--- config.mk ---
export PLATFORM = sky130hd
export DESIGN_NAME = ram_block_mover
export DESIGN_NICKNAME = d
export VERILOG_FILES = /design/src/rtl/ram_block_mover_pkg.sv /design/src/rtl/ram_mover_addr_gen.sv /design/src/rtl/ram_block_mover.sv
export SDC_FILE = /design/constraint.sdc
export NUM_CORES = 1
export LEC_CHECK = 0
export BUFFER_PORTS_ARGS = -buffer_cell sky130_fd_sc_hd__buf_4
export CORE_MARGIN = 5
export CORE_UTILIZATION = 35
export CTS_CLUSTER_SIZE = 24
export DETAILED_ROUTE_END_ITERATION = 10
export PLACE_DENSITY_LB_ADDON = 0.12
export SLEW_MARGIN = 25
export SYNTH_ARGS = -nofsm -noshare
export SYNTH_HDL_FRONTEND = slang
export SYNTH_SLANG_ARGS = --single-unit
--- constraint.sdc ---
create_clock -name clk -period 3.1 [get_ports clk]
set_input_delay 0.155 -clock clk [delete_from_list [all_inputs] [get_ports clk]]
set_output_delay 0.155 -clock clk [all_outputs]
set_load 0.1 [all_outputs]
--- src/rtl/ram_block_mover_pkg.sv ---
// Shared definitions for the RAM block mover: default bus geometry
// (shared with the data RAM), the operation mode constants and the FSM
// state encoding.
package ram_block_mover_pkg;

  localparam int DEF_AW    = 6;
  localparam int DEF_DW    = 16;
  localparam int DEF_DEPTH = 10;

  localparam logic MODE_COPY = 1'b0;
  localparam logic MODE_FILL = 1'b1;

  typedef enum logic [2:0] {
    ST_IDLE = 3'd0,
    ST_CHK  = 3'd1,
    ST_RD   = 3'd2,
    ST_WR   = 3'd3,
    ST_DONE = 3'd4
  } state_e;

endpackage

--- src/rtl/ram_mover_addr_gen.sv ---
// Address generator for the block mover: loadable up/down source and
// destination pointers plus the words-written counter, with a flag that
// says the word being written now is the last one of the block.
module ram_mover_addr_gen
  import ram_block_mover_pkg::*;
#(
  parameter int AW = DEF_AW
) (
  input  logic          clk,
  input  logic          rst,
  input  logic          clear_i,
  input  logic          load_i,
  input  logic          step_i,
  input  logic          desc_i,
  input  logic [AW-1:0] src_base_i,
  input  logic [AW-1:0] dst_base_i,
  input  logic [AW:0]   len_i,
  output logic [AW-1:0] src_ptr_o,
  output logic [AW-1:0] dst_ptr_o,
  output logic [AW:0]   count_o,
  output logic          last_o
);

  localparam logic [AW-1:0] PTR_ONE = {{(AW-1){1'b0}}, 1'b1};
  localparam logic [AW:0]   CNT_ONE = {{AW{1'b0}}, 1'b1};

  logic [AW-1:0] src_ptr_q, src_ptr_d;
  logic [AW-1:0] dst_ptr_q, dst_ptr_d;
  logic [AW:0]   count_q, count_d;
  logic [AW-1:0] span_s;
  logic [AW:0]   count_inc_s;

  // Offset of the last word of the block; only used when len is legal
  // and non-zero, so the low AW bits of len are sufficient.
  assign span_s      = len_i[AW-1:0] - PTR_ONE;
  assign count_inc_s = count_q + CNT_ONE;
  assign last_o      = (count_inc_s == len_i);

  assign src_ptr_o = src_ptr_q;
  assign dst_ptr_o = dst_ptr_q;
  assign count_o   = count_q;

  // Next-state for pointers and counter: clear on accept, load at check, step per write.
  always_comb begin
    src_ptr_d = src_ptr_q;
    dst_ptr_d = dst_ptr_q;
    count_d   = count_q;
    if (clear_i) begin
      count_d = '0;
    end else if (load_i) begin
      if (desc_i) begin
        src_ptr_d = src_base_i + span_s;
        dst_ptr_d = dst_base_i + span_s;
      end else begin
        src_ptr_d = src_base_i;
        dst_ptr_d = dst_base_i;
      end
    end else if (step_i) begin
      count_d = count_inc_s;
      if (desc_i) begin
        src_ptr_d = src_ptr_q - PTR_ONE;
        dst_ptr_d = dst_ptr_q - PTR_ONE;
      end else begin
        src_ptr_d = src_ptr_q + PTR_ONE;
        dst_ptr_d = dst_ptr_q + PTR_ONE;
      end
    end else begin
      count_d = count_q;
    end
  end

  // Pointer and counter registers with synchronous reset.
  always_ff @(posedge clk) begin
    if (rst) begin
      src_ptr_q <= '0;
      dst_ptr_q <= '0;
      count_q   <= '0;
    end else begin
      src_ptr_q <= src_ptr_d;
      dst_ptr_q <= dst_ptr_d;
      count_q   <= count_d;
    end
  end

endmodule

--- src/rtl/ram_block_mover.sv ---
// Block COPY (memmove semantics) / FILL master for the single-port data
// RAM. A request is latched in IDLE, range-checked in CHK, then moved one
// word per RD/WR pair (COPY) or one word per WR cycle (FILL).
module ram_block_mover
  import ram_block_mover_pkg::*;
#(
  parameter int AW    = DEF_AW,
  parameter int DW    = DEF_DW,
  parameter int DEPTH = DEF_DEPTH
) (
  input  logic          clk,
  input  logic          rst,
  input  logic          start,
  input  logic          mode,
  input  logic [AW-1:0] src,
  input  logic [AW-1:0] dst,
  input  logic [AW:0]   len,
  input  logic [DW-1:0] fill_val,
  output logic          busy,
  output logic          done,
  output logic          err,
  output logic [AW:0]   count,
  output logic          ram_we,
  output logic [AW-1:0] ram_a,
  output logic [DW-1:0] ram_di,
  input  logic [DW-1:0] ram_do
);

  localparam logic [AW+1:0] DEPTH_W = (AW+2)'(DEPTH);

  state_e        state_q, state_d;
  logic          mode_q, mode_d;
  logic [AW-1:0] src_q, src_d;
  logic [AW-1:0] dst_q, dst_d;
  logic [AW:0]   len_q, len_d;
  logic [DW-1:0] fill_q, fill_d;
  logic [DW-1:0] hold_q, hold_d;
  logic          err_q, err_d;

  logic [AW+1:0] src_end_s, dst_end_s;
  logic          range_err_s, desc_s, last_s;
  logic [AW-1:0] src_ptr_s, dst_ptr_s;

  // End addresses one bit wider than len so an oversized block cannot wrap.
  assign src_end_s   = {2'b00, src_q} + {1'b0, len_q};
  assign dst_end_s   = {2'b00, dst_q} + {1'b0, len_q};
  assign range_err_s = (dst_end_s > DEPTH_W) ||
                       ((mode_q == MODE_COPY) && (src_end_s > DEPTH_W));
  // Copy top-down when the destination lies above the source so an
  // overlapping source word is read before it is overwritten.
  assign desc_s      = (mode_q == MODE_COPY) && (dst_q > src_q);

  ram_mover_addr_gen #(.AW(AW)) u_addr_gen (
    .clk        (clk),
    .rst        (rst),
    .clear_i    ((state_q == ST_IDLE) && start),
    .load_i     (state_q == ST_CHK),
    .step_i     (state_q == ST_WR),
    .desc_i     (desc_s),
    .src_base_i (src_q),
    .dst_base_i (dst_q),
    .len_i      (len_q),
    .src_ptr_o  (src_ptr_s),
    .dst_ptr_o  (dst_ptr_s),
    .count_o    (count),
    .last_o     (last_s)
  );

  // FSM next-state and request/hold register updates.
  always_comb begin
    state_d = state_q;
    mode_d  = mode_q;
    src_d   = src_q;
    dst_d   = dst_q;
    len_d   = len_q;
    fill_d  = fill_q;
    hold_d  = hold_q;
    err_d   = err_q;
    case (state_q)
      ST_IDLE: begin
        if (start) begin
          mode_d  = mode;
          src_d   = src;
          dst_d   = dst;
          len_d   = len;
          fill_d  = fill_val;
          err_d   = 1'b0;
          state_d = ST_CHK;
        end else begin
          state_d = ST_IDLE;
        end
      end
      ST_CHK: begin
        if (range_err_s) begin
          err_d   = 1'b1;
          state_d = ST_DONE;
        end else if (len_q == '0) begin
          state_d = ST_DONE;
        end else if (mode_q == MODE_COPY) begin
          state_d = ST_RD;
        end else begin
          state_d = ST_WR;
        end
      end
      ST_RD: begin
        hold_d  = ram_do;
        state_d = ST_WR;
      end
      ST_WR: begin
        if (last_s) begin
          state_d = ST_DONE;
        end else if (mode_q == MODE_COPY) begin
          state_d = ST_RD;
        end else begin
          state_d = ST_WR;
        end
      end
      ST_DONE: begin
        err_d   = 1'b0;
        state_d = ST_IDLE;
      end
      default: begin
        state_d = ST_IDLE;
      end
    endcase
  end

  // State and request registers with synchronous reset.
  always_ff @(posedge clk) begin
    if (rst) begin
      state_q <= ST_IDLE;
      mode_q  <= MODE_COPY;
      src_q   <= '0;
      dst_q   <= '0;
      len_q   <= '0;
      fill_q  <= '0;
      hold_q  <= '0;
      err_q   <= 1'b0;
    end else begin
      state_q <= state_d;
      mode_q  <= mode_d;
      src_q   <= src_d;
      dst_q   <= dst_d;
      len_q   <= len_d;
      fill_q  <= fill_d;
      hold_q  <= hold_d;
      err_q   <= err_d;
    end
  end

  assign busy = (state_q == ST_RD) || (state_q == ST_WR);
  assign done = (state_q == ST_DONE);
  assign err  = err_q;
  // Reset masks the write strobe so the RAM sees no write at the very
  // edge where reset is sampled.
  assign ram_we = (state_q == ST_WR) && !rst;

  // RAM address/data decode from the current state.
  always_comb begin
    ram_a  = '0;
    ram_di = '0;
    case (state_q)
      ST_RD: begin
        ram_a = src_ptr_s;
      end
      ST_WR: begin
        ram_a  = dst_ptr_s;
        ram_di = (mode_q == MODE_COPY) ? hold_q : fill_q;
      end
      default: begin
        ram_a  = '0;
        ram_di = '0;
      end
    endcase
  end

endmodule

==> flow_summary_export.csv <==
group,metric,value,unit
yosys,synth_fp_nets,666,
cells_and_area,post_route_cells_drive_above_1_share,22.35,%
cells_and_area,layout.cells.non_filler,847,
sta,timing.setup.tns,0,ns
worst_setup_path,reg2reg_from,"src_q[3]$_SDFFE_PP0P_",
yosys,post_synth_instance_area,4691,um^2
global_route,grt_antenna_before_repair,0,
worst_setup_path,path_buf_inv,2,
placed_design,buffer_ports.inserted,87,
sta,setup-violations-final,0,
worst_hold_path,hold_path_class,"in -> reg",
floorplanning,die_width,125.8,um
pwr,vdd_ir_drop_max,0.0003128,V
floorplanning,core_region_area,13190,um^2
sta,fmax,334.9,MHz
worst_setup_path,cp_cell_sequence,"inv_1 -> ha_1 -> and4_4 -> a31o_1 -> a31oi_4 -> buf_4 -> ha_1 -> o21ai_0 -> o21bai_1 -> a21oi_2 -> xnor3_1 -> nor2_1 -> a2111oi_2",
worst_setup_path,r2r_end,"u_addr_gen.dst_ptr_o[5]$_SDFFE_PP0P_",
worst_setup_path,end_kind,"flop",
cts,clock_tree.htree_level_count,3,
detailed_routing,finalWirelength,14040,um
worst_setup_path,crit_path_start_kind,"flop",
yosys,synth.top_cells.by_area,"dfxtp_1 (32%), ha_1 (10%), nand2_1 (9.6%), a21oi_1 (7.7%), mux2i_1 (6.0%)",
yosys,synth_top_area_share,32.01,%
worst_setup_path,timing.critical_path.mode_cell,"ha_1",
cells_and_area,multi_input_comb_area,3034,um^2
cts,cts_sinks,75,
cells_and_area,nets,765,
pwr,power.density,571.3,nW/um^2
cts,clk_pin_slew,0.07,ns
cts,cts_inserted_buffers,9,
worst_hold_path,hold_end,"fill_q[13]$_SDFFE_PP0P_",
placed_design,cells_after_dpl,828,
worst_setup_path,worst-path-max-fanout,7,
worst_hold_path,hold_path.startpoint,"fill_val[13]",
detailed_routing,via_count,4313,
detailed_routing,drt_iter0_markers,191,
floorplanning,die_y_extent,125.8,um
global_route,grt_max_degree,42,
yosys,yosysWarningCount,0,
cts,insertion_delay,0.34,ns
floorplanning,floorplan.initialDensity,35.56,%
yosys,synth_area_per_cell,8.273,um^2
floorplanning,die_area,15820,um^2
cells_and_area,n_fill_cell,1351,
sta,final.hold.worst_slack,0.04761,ns
worst_setup_path,regToRegSetupSlack,0.11,ns
yosys,ys_dominant_reg_cell,"dfxtp_1",
yosys,ys_async_sr_fraction,0,%
pwr,power.static_leakage,2.585,nW
sta,drv_slew,0,
cts,cts_max_path_buffers,2,
worst_hold_path,worstHoldPathCells,3,
sta,layout_min_cycle_time,2.986,ns
placed_design,dp_hpwl,10650,um
yosys,yosys_register_bits,75,
cts,cts_hold_repair.buffers,0,
cells_and_area,antennaDiodeCount,0,
flow_run,drv_cap,0,
detailed_routing,viasPerCell,5.092,
worst_setup_path,critPathSlowestCell,"dfxtp_1",
yosys,synth_top_cell_by_area,"dfxtp_1",
yosys,synth.yosys.seq_area_share,32.01,%
worst_setup_path,critical-path-max-stage-delay,0.39,ns
detailed_routing,route.detailed.wl_per_inst,16.57,um
floorplanning,ios,88,
yosys,synth_enable_flop_cells,0,
worst_setup_path,r2r_cells,13,
cells_and_area,area_delta_synth_final,27.87,%
sta,min_period_over_period,96.33,%
sta,hold_violations,0,
yosys,syn_inst,567,
outcome,status,"finished, final reports clean",
detailed_routing,drc_errors,0,
sta,slew_of_the_pin_with_the_lowest_slew_margin,0.5651,ns
global_route,grt_pass1_vias,4519,
worst_setup_path,timing.critical_path.max_delay_family,"compound AO/OA/AOI/OAI gates",
worst_setup_path,timing_worst_setup_path_type,"reg -> reg",
global_route,grt_usage,17.88,%
cells_and_area,register_area,1501,um^2
floorplanning,floorplan.rows,42,
placed_design,globalplace.congestion,0.8336,
yosys,synth_top_cells_by_count,"nand2_1 (120), dfxtp_1 (75), a21oi_1 (72), nor2_1 (54), ha_1 (38)",
global_route,first_pass_grt_wire_length,23040,um
detailed_routing,antenna_left,0,
sta,timing.slew.headroom,62.19,%
cts,cts_tree,"done",
yosys,synth_most_common_cell,"nand2_1",
yosys,ys_types,55,
worst_setup_path,cp.required,3.33,ns
detailed_routing,detail_route.first_pass.iterations,6,
worst_setup_path,worst_ep_arrival_time,3.22,ns
cts,clk_root_buffer_cell,"clkbuf_16",
global_route,grt.overflow.total,0,
sta,finalClockSkew,0.01057,ns
-- flip-flops by register name (all words and copies together), names as in the netlist --
signal	count
u_addr_gen.dst_ptr_o	6
u_addr_gen.src_ptr_o	6
fill_q	16
u_addr_gen.count_o	7
dst_q	6
state_q	3
src_q	6
len_q	7
hold_q	16
err	1
mode_q	1
-- through the flow --
| step | power [mW] | util [%] | setup WS, ns | cell area [um^2] |
|---|---|---|---|---|
| floorplan | 1.991 | - | -0.2903 | 4691 |
| global placement | 2.304 | 42.88 | 0.2171 | 5655 |
| detailed placement | 2.331 | 42.88 | 0.1115 | 5655 |
| CTS | 3.420 | 45.17 | 0.08915 | 5958 |
| global route | 3.629 | 45.48 | -0.02136 | 5998 |
| finish | 3.427 | 45.48 | 0.1137 | 5998 |
-- cells by family after synthesis --
| family | Yosys count | share of synthesized area, % |
|---|---|---|
| AO/OA/AOI/OAI | 128 | 17.68 |
| adder cells (fa/ha/maj) | 44 | 12.70 |
| buffers and inverters | 42 | 3.788 |
| AND/OR/NAND/NOR | 209 | 19.34 |
| flip-flops | 75 | 32.01 |
| multiplexers | 33 | 7.175 |
| XOR/XNOR | 36 | 7.308 |
-- layer usage --
layer | track usage [%] | vias to the layer above | routed length (um)
met5 | 0 | - | 0
met4 | 4.606 | 0 | 176
met3 | 5.504 | 12 | 708
met2 | 31.37 | 94 | 6996
met1 | 21.30 | 2029 | 6156
li1 | - | 2178 | -
-- worst min-delay path: stages --
cell and delay (ns):
buf_4 0.11, nand2_1 0.04, a21oi_1 0.05
-- power by group --
group          switching, mW  internal (mW)
registers             0.0757           1.04
clock network          0.441          0.633
logic                  0.670          0.567
total                   1.19           2.24
-- final cells by class --
class	instances	share of cell area (%)
inverters	14	0.8761
multi-input cells	450	50.58
repair buffers	116	14.79
flip-flops and latches	75	25.03
clock inverters	6	1.231
well taps	176	3.671
clock buffers	10	3.817
-- layout by cell type (no fill, tap or decap), types with 3 or more instances in the layout --
| cell type | Yosys | final |
|---|---|---|
| fa_1 | 6 | 6 |
| dfxtp_1 | 75 | 75 |
| nor3_1 | 3 | 3 |
| a222oi_1 | 5 | 5 |
| nor2b_1 | 3 | 3 |
| mux2i_1 | 28 | 28 |
| a2111oi_2 | 3 | 3 |
| buf_4 | 1 | 114 |
| xnor2_1 | 18 | 18 |
| nand2_1 | 120 | 120 |
| nand2b_1 | 4 | 4 |
| a21oi_1 | 72 | 71 |
| o21ai_0 | 8 | 8 |
| clkbuf_16 | 0 | 9 |
| ha_1 | 38 | 38 |
| nand4_1 | 3 | 3 |
| and3_1 | 4 | 4 |
| nor2_1 | 54 | 54 |
| xor2_1 | 16 | 16 |
| inv_1 | 14 | 14 |
| and2_1 | 3 | 3 |
| mux2_2 | 5 | 5 |
| a221oi_1 | 5 | 5 |
| a21o_1 | 9 | 9 |
-- timing repair --
action                                  CTS  global route
endpoints found under the setup margin    0             2
setup buffers                             0             3
gates resized for setup                   0             4
-- worst max-delay path by stage --
stage | start | endpoint | slack (ns) | depth (start not counted)
final | src_q[3]$_SDFFE_PP0P_ | u_addr_gen.dst_ptr_o[5]$_SDFFE_PP0P_ | 0.11 | 13
after global routing | src_q[3]$_SDFFE_PP0P_ | u_addr_gen.dst_ptr_o[5]$_SDFFE_PP0P_ | -0.02 | 13
after CTS | src_q[3]$_SDFFE_PP0P_ | u_addr_gen.dst_ptr_o[5]$_SDFFE_PP0P_ | 0.09 | 12
after detailed placement | src_q[3]$_SDFFE_PP0P_ | u_addr_gen.dst_ptr_o[5]$_SDFFE_PP0P_ | 0.11 | 12
after global placement | src_q[3]$_SDFFE_PP0P_ | u_addr_gen.dst_ptr_o[5]$_SDFFE_PP0P_ | 0.22 | 12
after floorplan | state_q[2]$_SDFF_PP0_ | ram_di[10] | -0.29 | 7
No activity file was read; power rests on OpenSTA's default activity.
